$ cat src/rtl/cu_stream_pkg.sv
// Shared types for the compute-unit scalar output stream: FSM states and FIFO entry layout.
package cu_stream_pkg;

  localparam int unsigned SCALAR_W = 7;

  typedef enum logic [1:0] {
    IDLE   = 2'd0,
    STREAM = 2'd1,
    DRAIN  = 2'd2,
    DONE   = 2'd3
  } state_e;

  typedef struct packed {
    logic                last;
    logic [SCALAR_W-1:0] data;
  } scalar_entry_t;

endpackage

$ cat src/rtl/cu_stream_fifo.sv
// First-word fall-through register FIFO; caller guarantees no push when full and no pop when empty.
module cu_stream_fifo
  import cu_stream_pkg::*;
#(
  parameter int unsigned DEPTH = 4,
  parameter type entry_t = scalar_entry_t,
  localparam int unsigned CNT_W = $clog2(DEPTH) + 1
) (
  input  logic             clk,
  input  logic             rst,
  input  logic             push,
  input  logic             pop,
  input  entry_t           wdata,
  output entry_t           rdata,
  output logic [CNT_W-1:0] count,
  output logic             full
);

  localparam int unsigned PTR_W = $clog2(DEPTH);

  entry_t           mem [DEPTH];
  logic [PTR_W-1:0] rd_ptr;
  logic [PTR_W-1:0] wr_ptr;

  // Pointers wrap naturally because DEPTH is a power of two.
  always_ff @(posedge clk or posedge rst) begin
    if (rst) begin
      rd_ptr <= '0;
      wr_ptr <= '0;
      count  <= '0;
    end else begin
      if (push) wr_ptr <= wr_ptr + PTR_W'(1);
      if (pop)  rd_ptr <= rd_ptr + PTR_W'(1);
      case ({push, pop})
        2'b10:   count <= count + CNT_W'(1);
        2'b01:   count <= count - CNT_W'(1);
        default: count <= count;
      endcase
    end
  end

  always_ff @(posedge clk) begin
    if (push) mem[wr_ptr] <= wdata;
  end

  assign rdata = mem[rd_ptr];
  assign full  = (count == CNT_W'(DEPTH));

endmodule

$ cat src/rtl/cu_scalar_out_buffer.sv
// Buffers CU scalar results toward the switch, tags run ends, and backpressures the CU.
// Optional occupancy/overflow reporting is built when CU_SCALAR_BUF_OCC_EN is defined.
module cu_scalar_out_buffer
  import cu_stream_pkg::*;
#(
  parameter int unsigned DATA_W = SCALAR_W,
  parameter int unsigned DEPTH  = 4,
  localparam int unsigned CNT_W = $clog2(DEPTH) + 1
) (
  input  logic              clk,
  input  logic              reset,
  input  logic              io_enable,
  input  logic [DATA_W-1:0] io_scalarOut,
  input  logic              io_done,
  output logic              io_stall,
  output logic              io_out_valid,
  input  logic              io_out_ready,
  output logic [DATA_W-1:0] io_out_data,
  output logic              io_out_last,
  output logic              io_finished
`ifdef CU_SCALAR_BUF_OCC_EN
  ,
  output logic [CNT_W-1:0]  io_occupancy,
  output logic              io_overflow_sticky
`endif
);

  state_e           state;
  state_e           state_next;
  scalar_entry_t    wr_entry;
  scalar_entry_t    head;
  logic [CNT_W-1:0] count;
  logic             full;
  logic             push;
  logic             pop;

  assign push     = io_enable & ~io_stall;
  assign pop      = io_out_valid & io_out_ready;
  assign wr_entry = '{last: io_done, data: SCALAR_W'(io_scalarOut)};

  cu_stream_fifo #(
    .DEPTH   (DEPTH),
    .entry_t (scalar_entry_t)
  ) u_fifo (
    .clk   (clk),
    .rst   (reset),
    .push  (push),
    .pop   (pop),
    .wdata (wr_entry),
    .rdata (head),
    .count (count),
    .full  (full)
  );

  assign io_out_valid = (count != '0);
  assign io_out_data  = DATA_W'(head.data);
  assign io_out_last  = head.last;

  always_ff @(posedge clk or posedge reset) begin
    if (reset) state <= IDLE;
    else       state <= state_next;
  end

  // Run sequencing: a pushed last element locks out the CU until it has been popped.
  always_comb begin
    state_next = state;
    case (state)
      IDLE:    if (push) state_next = io_done ? DRAIN : STREAM;
      STREAM:  if (push && io_done) state_next = DRAIN;
      DRAIN:   if (pop && head.last) state_next = DONE;
      DONE:    state_next = IDLE;
      default: state_next = IDLE;
    endcase
  end

  always_comb begin
    io_stall    = full;
    io_finished = 1'b0;
    case (state)
      DRAIN: io_stall = 1'b1;
      DONE: begin
        io_stall    = 1'b1;
        io_finished = 1'b1;
      end
      default: ;
    endcase
  end

`ifdef CU_SCALAR_BUF_OCC_EN
  assign io_occupancy = count;

  // Sticky flag for a CU that ignored backpressure.
  always_ff @(posedge clk or posedge reset) begin
    if (reset)                      io_overflow_sticky <= 1'b0;
    else if (io_enable && io_stall) io_overflow_sticky <= 1'b1;
  end
`endif

endmodule

$ cat config.mk
export PLATFORM = sky130hd
export DESIGN_NAME = cu_scalar_out_buffer
export DESIGN_NICKNAME = d
export VERILOG_FILES = /design/src/rtl/cu_stream_pkg.sv /design/src/rtl/cu_stream_fifo.sv /design/src/rtl/cu_scalar_out_buffer.sv
export SDC_FILE = /design/constraint.sdc
export NUM_CORES = 1
export LEC_CHECK = 0
export BUFFER_PORTS_ARGS = -buffer_cell sky130_fd_sc_hd__buf_2
export CAP_MARGIN = 0
export CELL_PAD_IN_SITES_DETAIL_PLACEMENT = 1
export CELL_PAD_IN_SITES_GLOBAL_PLACEMENT = 1
export CORE_MARGIN = 5
export CORE_UTILIZATION = 45
export CTS_CLUSTER_SIZE = 10
export DETAILED_ROUTE_END_ITERATION = 8
export PLACE_DENSITY = 0.84
export SLEW_MARGIN = 40
export SYNTH_ARGS = -nofsm -noshare
export SYNTH_HDL_FRONTEND = slang
export SYNTH_SLANG_ARGS = --single-unit
$ cat constraint.sdc
create_clock -name clk -period 2.5 [get_ports clk]
set_input_delay 0.125 -clock clk [delete_from_list [all_inputs] [get_ports clk]]
set_output_delay 0.125 -clock clk [all_outputs]
set_load 0.02 [all_outputs]
# Yosys cells after proc, flatten, opt, wreduce, memory -nomap -nowiden
# Memories as Yosys holds them, arrays and structs flattened.
# Index checks and enable logic that the tools add are counted.
dict set report classes {
  add_sub_neg 4
  mul 0
  n_div 0
  magnitude_cmp 0
  n_eq_ne 9
  n_shift 0
  mux 10
  bitwise 3
  reduce_logical 7
}
# cell count
set ops {}
lappend ops {{$mux W2} 4}
lappend ops {{$pmux W2 S4} 1}
lappend ops {{$eq A2 B2 Y1 const B} 3}
lappend ops {{$ne A2 B2 Y1 const B} 3}
lappend ops {{$pmux W3 S2} 1}
lappend ops {{$add A2 B1 Y2 const B} 2}
lappend ops {{$eq A2 B1 Y1 const B} 2}
lappend ops {{$mux W1} 4}
lappend ops {{$add A3 B1 Y3 const B} 1}
lappend ops {{$eq A3 B3 Y1 const B} 1}
lappend ops {{$reduce_and A3 Y1} 1}
lappend ops {{$reduce_bool A3 Y1} 1}
lappend ops {{$sub A3 B1 Y3 const B} 1}
lappend ops {{$and A1 B1 Y1} 2}
lappend ops {{$logic_and A1 B1 Y1} 2}
lappend ops {{$logic_not A2 Y1} 1}
lappend ops {{$reduce_bool A2 Y1} 1}
lappend ops {{$reduce_or A2 Y1} 1}
lappend ops {{$not A1 Y1} 1}
dict set report totals {
  register_bits 9
  latchBits 0
  ramBits 32
  mem_bits_ro 0
  word_cells 38
  mem_count 1
}
# memory words width rd rd_ports_with_merged_regs wr line_no
set memory_table {}
lappend memory_table {u_fifo.mem 4 8 1 0 1 cu_stream_fifo.sv:21} ;# entry_t mem [DEPTH];

# Logic depth before layout (Yosys ltp)
# Gate-level depths: netlist (run 1).
dict set report depth {
  depth_word 8
  ltp_mapped 10
  ltp_nobuf 10
}

# By module
# From an unflattened synthesis (run 1), not the netlist that was laid out.
dict set report unflattened {
  cells_unflattened 101
  area_unflattened_um2 1799.2
}
# module instances cells_each area_each_um2 seq_area_each_um2
set by_module_without_submodules {}
lappend by_module_without_submodules {cu_stream_fifo 1 78 1551.5 1136.1}
lappend by_module_without_submodules {cu_scalar_out_buffer 1 23 247.7 50.0}

# Worst setup path before layout (run 1)
# Ideal clock, no wire load.
dict set report synth_timing {
  path_kind {reg2reg}
  start {register state[0]}
  end {register u_fifo.count[2]}
  setup_time_ps 125
  arrival_time_ps 1874
  required_ps 2375
  setup_slack_ps 501
  stages_incl_launch_ff 11
  path_cell_list {dfrtp_1 > inv_1 > ha_1 > nor3_2 > nand2_2 > ha_1 > inv_1 > fa_1 > xor2_1 > nor2_1 > xor2_1}
}
dict set report synth_between {
  elab_chain_len 7
  word_cells_on_any_way 10
  cone_classes {eq/ne: 4; mux: 2; bitwise: 2; reduce/logical: 2}
}
# element line_no
set synth_rtl {}
lappend synth_rtl {{start: declaration} cu_scalar_out_buffer.sv:28} ;# state_e state;
lappend synth_rtl {{start signal: assignment} cu_scalar_out_buffer.sv:61} ;# else state <= state_next;
lappend synth_rtl {{$eq A2 B2 Y1} cu_scalar_out_buffer.sv:79} ;# case (state)
lappend synth_rtl {{$reduce_or A2 Y1 (no source line) *} n/a}
lappend synth_rtl {{$mux W1 *} cu_scalar_out_buffer.sv:79}
lappend synth_rtl {{$not A1 Y1 *} cu_scalar_out_buffer.sv:37} ;# assign push = io_enable & ~io_stall;
lappend synth_rtl {{$and A1 B1 Y1 *} cu_scalar_out_buffer.sv:37}
lappend synth_rtl {{$eq A2 B1 Y1 / $eq A2 B2 Y1 (equally long branches)} cu_stream_fifo.sv:34} ;# case ({push, pop})
lappend synth_rtl {{$pmux W3 S2 / $reduce_bool A2 Y1 (equally long branches)} n/a}
lappend synth_rtl {{end signal: assignment} cu_stream_fifo.sv:35} ;# 2'b10: count <= count + CNT_W'(1);
lappend synth_rtl {{end signal: assignment} cu_stream_fifo.sv:36} ;# 2'b01: count <= count - CNT_W'(1);
lappend synth_rtl {{end signal: assignment} cu_stream_fifo.sv:37} ;# default: count <= count;
lappend synth_rtl {{end: declaration} cu_stream_fifo.sv:15} ;# output logic [CNT_W-1:0] count,
# Every way passes the cells marked *; elsewhere a longest branch is shown, timed or not.
# A chain may end at the register's enable or synchronous reset.

# Final worst setup path (run 1)
# Same ends and word-level chain as after synthesis.

==> results of run 1 <==
[layout by cell type, fill, tap and decap left out, types with 3 or more instances in the layout]
master | synthesis | final
xnor2_1 | 4 | 4
buf_2 | 0 | 22
nand2_1 | 3 | 3
edfxtp_1 | 32 | 32
mux2i_1 | 7 | 7
clkbuf_8 | 0 | 5
dfrtp_1 | 9 | 9
and3_2 | 4 | 4
ha_1 | 10 | 10
mux4_2 | 7 | 7
inv_1 | 12 | 12
[state kept, by name (all words and copies together), names as in the netlist]
| register | cells |
|---|---|
| u_fifo.mem | 32 |
| u_fifo.wr_ptr | 2 |
| u_fifo.count | 3 |
| u_fifo.rd_ptr | 2 |
| state | 2 |
[final timing paths]
kind                                    end  slack [ns]  cells past startpoint
setup reg to reg            u_fifo.count[2]        0.23                     10
setup / recovery            u_fifo.count[2]        0.23                     10
min in group asynchronous          state[1]        0.34                      3
hold / removal             u_fifo.mem[2][1]        0.04                      1
hold reg to reg             u_fifo.count[2]        0.54                      1
max in group asynchronous  u_fifo.wr_ptr[1]        1.89                      3
[critical path, stage by stage, from the launching register on]
cell	delay (ns)
dfrtp_1	0.39
inv_1	0.11
ha_1	0.28
nor3_2	0.37
nand2_2	0.15
ha_1	0.25
inv_1	0.08
fa_1	0.17
xor2_1	0.14
nor2_1	0.07
xor2_1	0.14
[cell type report]
cell class / count / area (um2) / share of cell area, %
Clock inverter: 3 / 17.5 / 0.839
Clock buffer: 5 / 68.8 / 3.30
Timing Repair Buffer: 24 / 128 / 6.11
Multi-Input combinational cell: 51 / 581 / 27.8
Inverter: 12 / 45.0 / 2.16
Sequential cell: 41 / 1190 / 56.8
Tap cell: 50 / 62.6 / 3.00
[cell families after synthesis]
family | after synthesis
simple gates | 15
xor+xnor | 6
compound gates | 4
mux | 15
buf+inv | 14
fa+ha+maj | 11
flops | 41
[power by group]
part           internal [W]  switching [W]  leakage (nW)
combinational      0.000487       0.000574         0.408
clock              0.000193       0.000225        0.0455
sequential         0.000918       0.000171         0.396
[per-layer routing]
layer | GRT usage (%) | vias up | routed length (um)
met3 | 4.92 | 8 | 154
met5 | 0 | - | 0
li1 | - | 449 | -
met1 | 13.7 | 472 | 1220
met2 | 25.8 | 19 | 1920
met4 | 6.44 | 0 | 65
[metrics by stage]
step / total power, W / worst slack (ns)
6_report: 0.00257 / 0.233
5_1_grt: 0.00274 / 0.0852
4_1_cts: 0.00261 / 0.218
3_5_place_dp: 0.00218 / 0.265
3_3_place_gp: 0.00210 / 0.395
2_1_floorplan: 0.00188 / 0.501
==> impl_metrics.ini, run 1 <==
[run_status]
status = complete, no violations

[clock_network]
clockBufferDepth = 2
clk_latency_ns = 0.29
numCtsBuffers = 5
path_clk_slew_ns = 0.08
cts_setup_buffers = 0
clockRootBuffer = clkbuf_8
htreeDepth = 2
tritoncts = yes
cts_resized = 0
cts.sinks = 41
cts.hold.buffers_added = 1

[critical_path]
critPathKind = reg2reg
cp.arrival_ns = 2.44
cp-end-kind = flip-flop
required_ns = 2.68
crit_start = state[0]
crit_path_max_fanout = 6
worst_setup_path_start_kind = flip-flop
rr_startpoint = state[0]

[yosys]
yosysTopAreaCellShare_pct = 52.6
syn_avg_cell_area_um2 = 17.2
synthCells = 106
yosys-mux-area-fraction_pct = 13.3
synth_commonest_cells = edfxtp_1 (32), inv_1 (12), ha_1 (10), dfrtp_1 (9)
synth_area_mm2 = 0.00183
ys_seq_area_share_pct = 64.9
synth_edf_count = 32
synth_adder_area_share_pct = 7.95
synth_area_leaders = edfxtp_1 (53%), dfrtp_1 (12%), mux4_2 (8.6%)
yosysWarningCount = 0
synth-xor-area-share_pct = 2.88
ys_async_sr_fraction_pct = 22.0
synth_top_family_by_area = multiplexers
synth_cell_types = 26
ys_ff_latch = 41
synth_flop_cell = edfxtp_1
synth-simple-area-share_pct = 5.82
synth_top_cell_by_area = edfxtp_1
synthesis.nets = 129
synth_most_common_cell = edfxtp_1
synth_compound_area_share_pct = 1.85

[sta]
finalSetupTns_ns = 0
finalHoldViolCount = 0
fin_crit_sh_pct = 90.7
fin_hold_ws_ns = 0.0367
fmax_mhz = 441
fin_crit_ns = 2.27
relSlewSlack_pct = 59.7
finalSetupViolations = 0
fin_skew_ns = 0.00592
rsz0062_at_grt = false
slew_viol_final = 0
worst_pin_slew_ns = 0.605

[placement]
place_inst = 177
globalplace.congestion = 0.740
hpwlAfterDp_um = 2510
dpl_cell_area_mm2 = 0.00199
portBuffers = 22

[route]
wl_um = 3360
avgRoutedWirePerCell_um = 18.0
dr.pass1.iters = 4
antenna_left = 0
avgViaCountPerCell = 5.10
vias = 948
drt_iter0_drc = 50
route.detailed.drc = 0

[global_route]
grt_pass1_wl_um = 5310
antenna_found_initial = 0
grtUsageTotal_pct = 14.0
overflow = 0
grt_max_degree = 14
grt_pass1_vias = 1080

[power]
p_leak_nw = 0.850
peakVddDrop_mv = 0.476
powerDensity_mw_per_mm2 = 1230

[layout]
diodes = 0
layout.core_utilization_pct = 52.6
layout-drive-gt1-share_pct = 34.6
final_cells = 186
num-fill-cells = 391
final_area_mm2 = 0.00209
synthToLayoutAreaGrowth_pct = 14.3
nNetsFinal = 158

[floorplanning]
dieArea_mm2 = 0.00543
top_level_ports = 23
fp.dieH_um = 73.7
fp.coreArea_mm2 = 0.00397
start_util_pct = 46.0
die_w_um = 73.7
rows = 23

[min_path]
min_from = io_scalarOut[1]
hp-class = in2reg

[run]
drv_cap = 0
Note: power is estimated with default switching activity, not from simulation.
==> run 2: changes to the inputs <==
--- a/config.mk
+++ b/config.mk
@@ -11,10 +11,10 @@
 export CELL_PAD_IN_SITES_GLOBAL_PLACEMENT = 1
 export CORE_MARGIN = 5
 export CORE_UTILIZATION = 45
+export CTS_BUF_LIST = sky130_fd_sc_hd__clkbuf_2 sky130_fd_sc_hd__clkbuf_4 sky130_fd_sc_hd__clkbuf_8
 export CTS_CLUSTER_SIZE = 10
 export DETAILED_ROUTE_END_ITERATION = 8
-export PLACE_DENSITY = 0.84
-export SLEW_MARGIN = 40
+export PLACE_DENSITY = 0.87
 export SYNTH_ARGS = -nofsm -noshare
 export SYNTH_HDL_FRONTEND = slang
 export SYNTH_SLANG_ARGS = --single-unit
==> constraint.sdc (replaced) <==
create_clock -name clk -period 2 [get_ports clk]
set_input_delay 0.1 -clock clk [delete_from_list [all_inputs] [get_ports clk]]
set_output_delay 0.1 -clock clk [all_outputs]
set_load 0.02 [all_outputs]
==> impl_metrics.ini, run 2 (synthesis results as in run 1) <==
[floorplanning]
top_level_ports = 23
fp.dieH_um = 73.7
die_w_um = 73.7
start_util_pct = 46.0
dieArea_mm2 = 0.00543
fp.coreArea_mm2 = 0.00397
rows = 23

[layout]
final_cell_mix = edfxtp_1 (32), buf_2 (22), buf_4 (15), inv_1 (11), dfrtp_1 (9)
top_regs = u_fifo.mem x32, u_fifo.count x3
final_area_mm2 = 0.00225
final_common_cell = edfxtp_1
layout.core_utilization_pct = 56.7
layout-drive-gt1-share_pct = 45.3
diodes = 0
top_register = u_fifo.mem
nNetsFinal = 172
synthToLayoutAreaGrowth_pct = 23.3
largest_reg_flops = 32

[min_path]
hold_depth = 1
hp-class = in2reg

[critical_path]
ff2ff_path_depth = 10
required_ns = 2.17
cp_num_buf_inv = 2
cp_slowest_stage_delay_ns = 0.40
path_cells = inv_2, ha_2, nor3_2, nand2_2, ha_4, inv_1, fa_2, xor2_1, nor2_1, xor2_1
crit_top_cell = xor2_1
crit_cells = 10
crit_path_max_fanout = 3
cp.arrival_ns = 2.23
cpLargestDelayFamily = adder cells
worst_setup_path_start_kind = flip-flop
critPathKind = reg2reg
cp-end-kind = flip-flop
slowest_stage = dfrtp_1

[sta]
fin_ws_ns = -0.0629
finalSetupViolations = 2
worst_pin_slew_ns = 0.538
fin_skew_ns = 0.00351
rsz0062_at_grt = true
slew_viol_final = 0
finalHoldViolCount = 0
relSlewSlack_pct = 64.2
fin_crit_ns = 2.06
fin_crit_sh_pct = 103
fmax_mhz = 485

[global_route]
grtUsageTotal_pct = 14.8
grt_max_degree = 13
grt_pass1_wl_um = 5840
grt_util_met3_pct = 3.28
grt.busiest_layer = met2
overflow = 0
grt_util_met2_pct = 26.7
antenna_found_initial = 0
grt_pass1_vias = 1181
grtUsageMet1_pct = 16.9

[power]
p_leak_nw = 0.932
powerDensity_mw_per_mm2 = 1630
peakVddDrop_mv = 0.858

[clock_network]
clockRootBuffer = clkbuf_8
clk_latency_ns = 0.28
numCtsBuffers = 5
htreeDepth = 2
clockBufferDepth = 2
path_clk_slew_ns = 0.07
tritoncts = yes
cts.sinks = 41

[route]
drt_iter0_drc = 58
dr.pass1.iters = 2
avgRoutedWirePerCell_um = 19.0
vias = 1015
avgViaCountPerCell = 5.08
wl_um = 3800
antenna_left = 0
route.detailed.drc = 0

[placement]
dpl_cell_area_mm2 = 0.00202
portBuffers = 22
hpwlAfterDp_um = 2610
pre_cts_ws_ns = -0.0329
globalplace.congestion = 0.769

[run_status]
status = finished with violations
violations = negative setup slack

[run]
drv_cap = 0
-- run 2: final timing paths --
kind	from	to	slack, ns
min	io_scalarOut[4]	u_fifo.mem[0][4]	0.03
max	state[0]	u_fifo.count[2]	-0.06
min reg2reg	u_fifo.rd_ptr[0]	u_fifo.rd_ptr[0]	0.53
max reg2reg	state[0]	u_fifo.count[2]	-0.06
min in group asynchronous	reset	state[1]	0.32
max in group asynchronous	reset	u_fifo.count[2]	1.43
-- run 2: where the power goes --
group	switching, W	total, W	internal, W
clock	0.000263	0.000683	0.000420
combinational	0.000860	0.00167	0.000808
sequential	0.000178	0.00133	0.00115
-- run 2: final cells by class --
class,count,area [um2]
clock buffers,7,90.1
clock inverters,1,30.0
fillers,383,1720
inverters,12,45.0
multi-input cells,51,606
flip-flops and latches,41,1190
well taps,50,62.6
repair buffers,38,233
-- run 2: metrics by stage --
step / hold WS [ns] / power (W) / setup TNS (ns) / instances
after floorplan: -0.0721 / 0.00235 / 0 / 106
after global placement: 0.0797 / 0.00269 / 0 / 181
after detailed placement: 0.0827 / 0.00280 / -0.0329 / 181
after CTS: 0.0190 / 0.00356 / 0 / 195
after global routing: 0.0170 / 0.00390 / -0.268 / 200
final: 0.0284 / 0.00368 / -0.0749 / 200
-- run 2: what timing repair did --
| action | CTS | global route |
|---|---|---|
| setup buffers | 5 | 5 |
| endpoints found under the setup margin | 2 | 2 |
| pin swaps | 2 | 7 |
| endpoints found under the hold margin | 9 | 0 |
| resized for setup | 2 | 5 |
| hold buffers | 1 | 0 |
| cloned | 0 | 0 |
-- run 2: layer usage --
metal	vias to the layer above	wire (um)	part of all wire, %
li1	478	-	-
met1	516	1430	38
met2	16	2180	57
met3	5	146	3.8
met4	0	44	1.2
met5	-	0	0
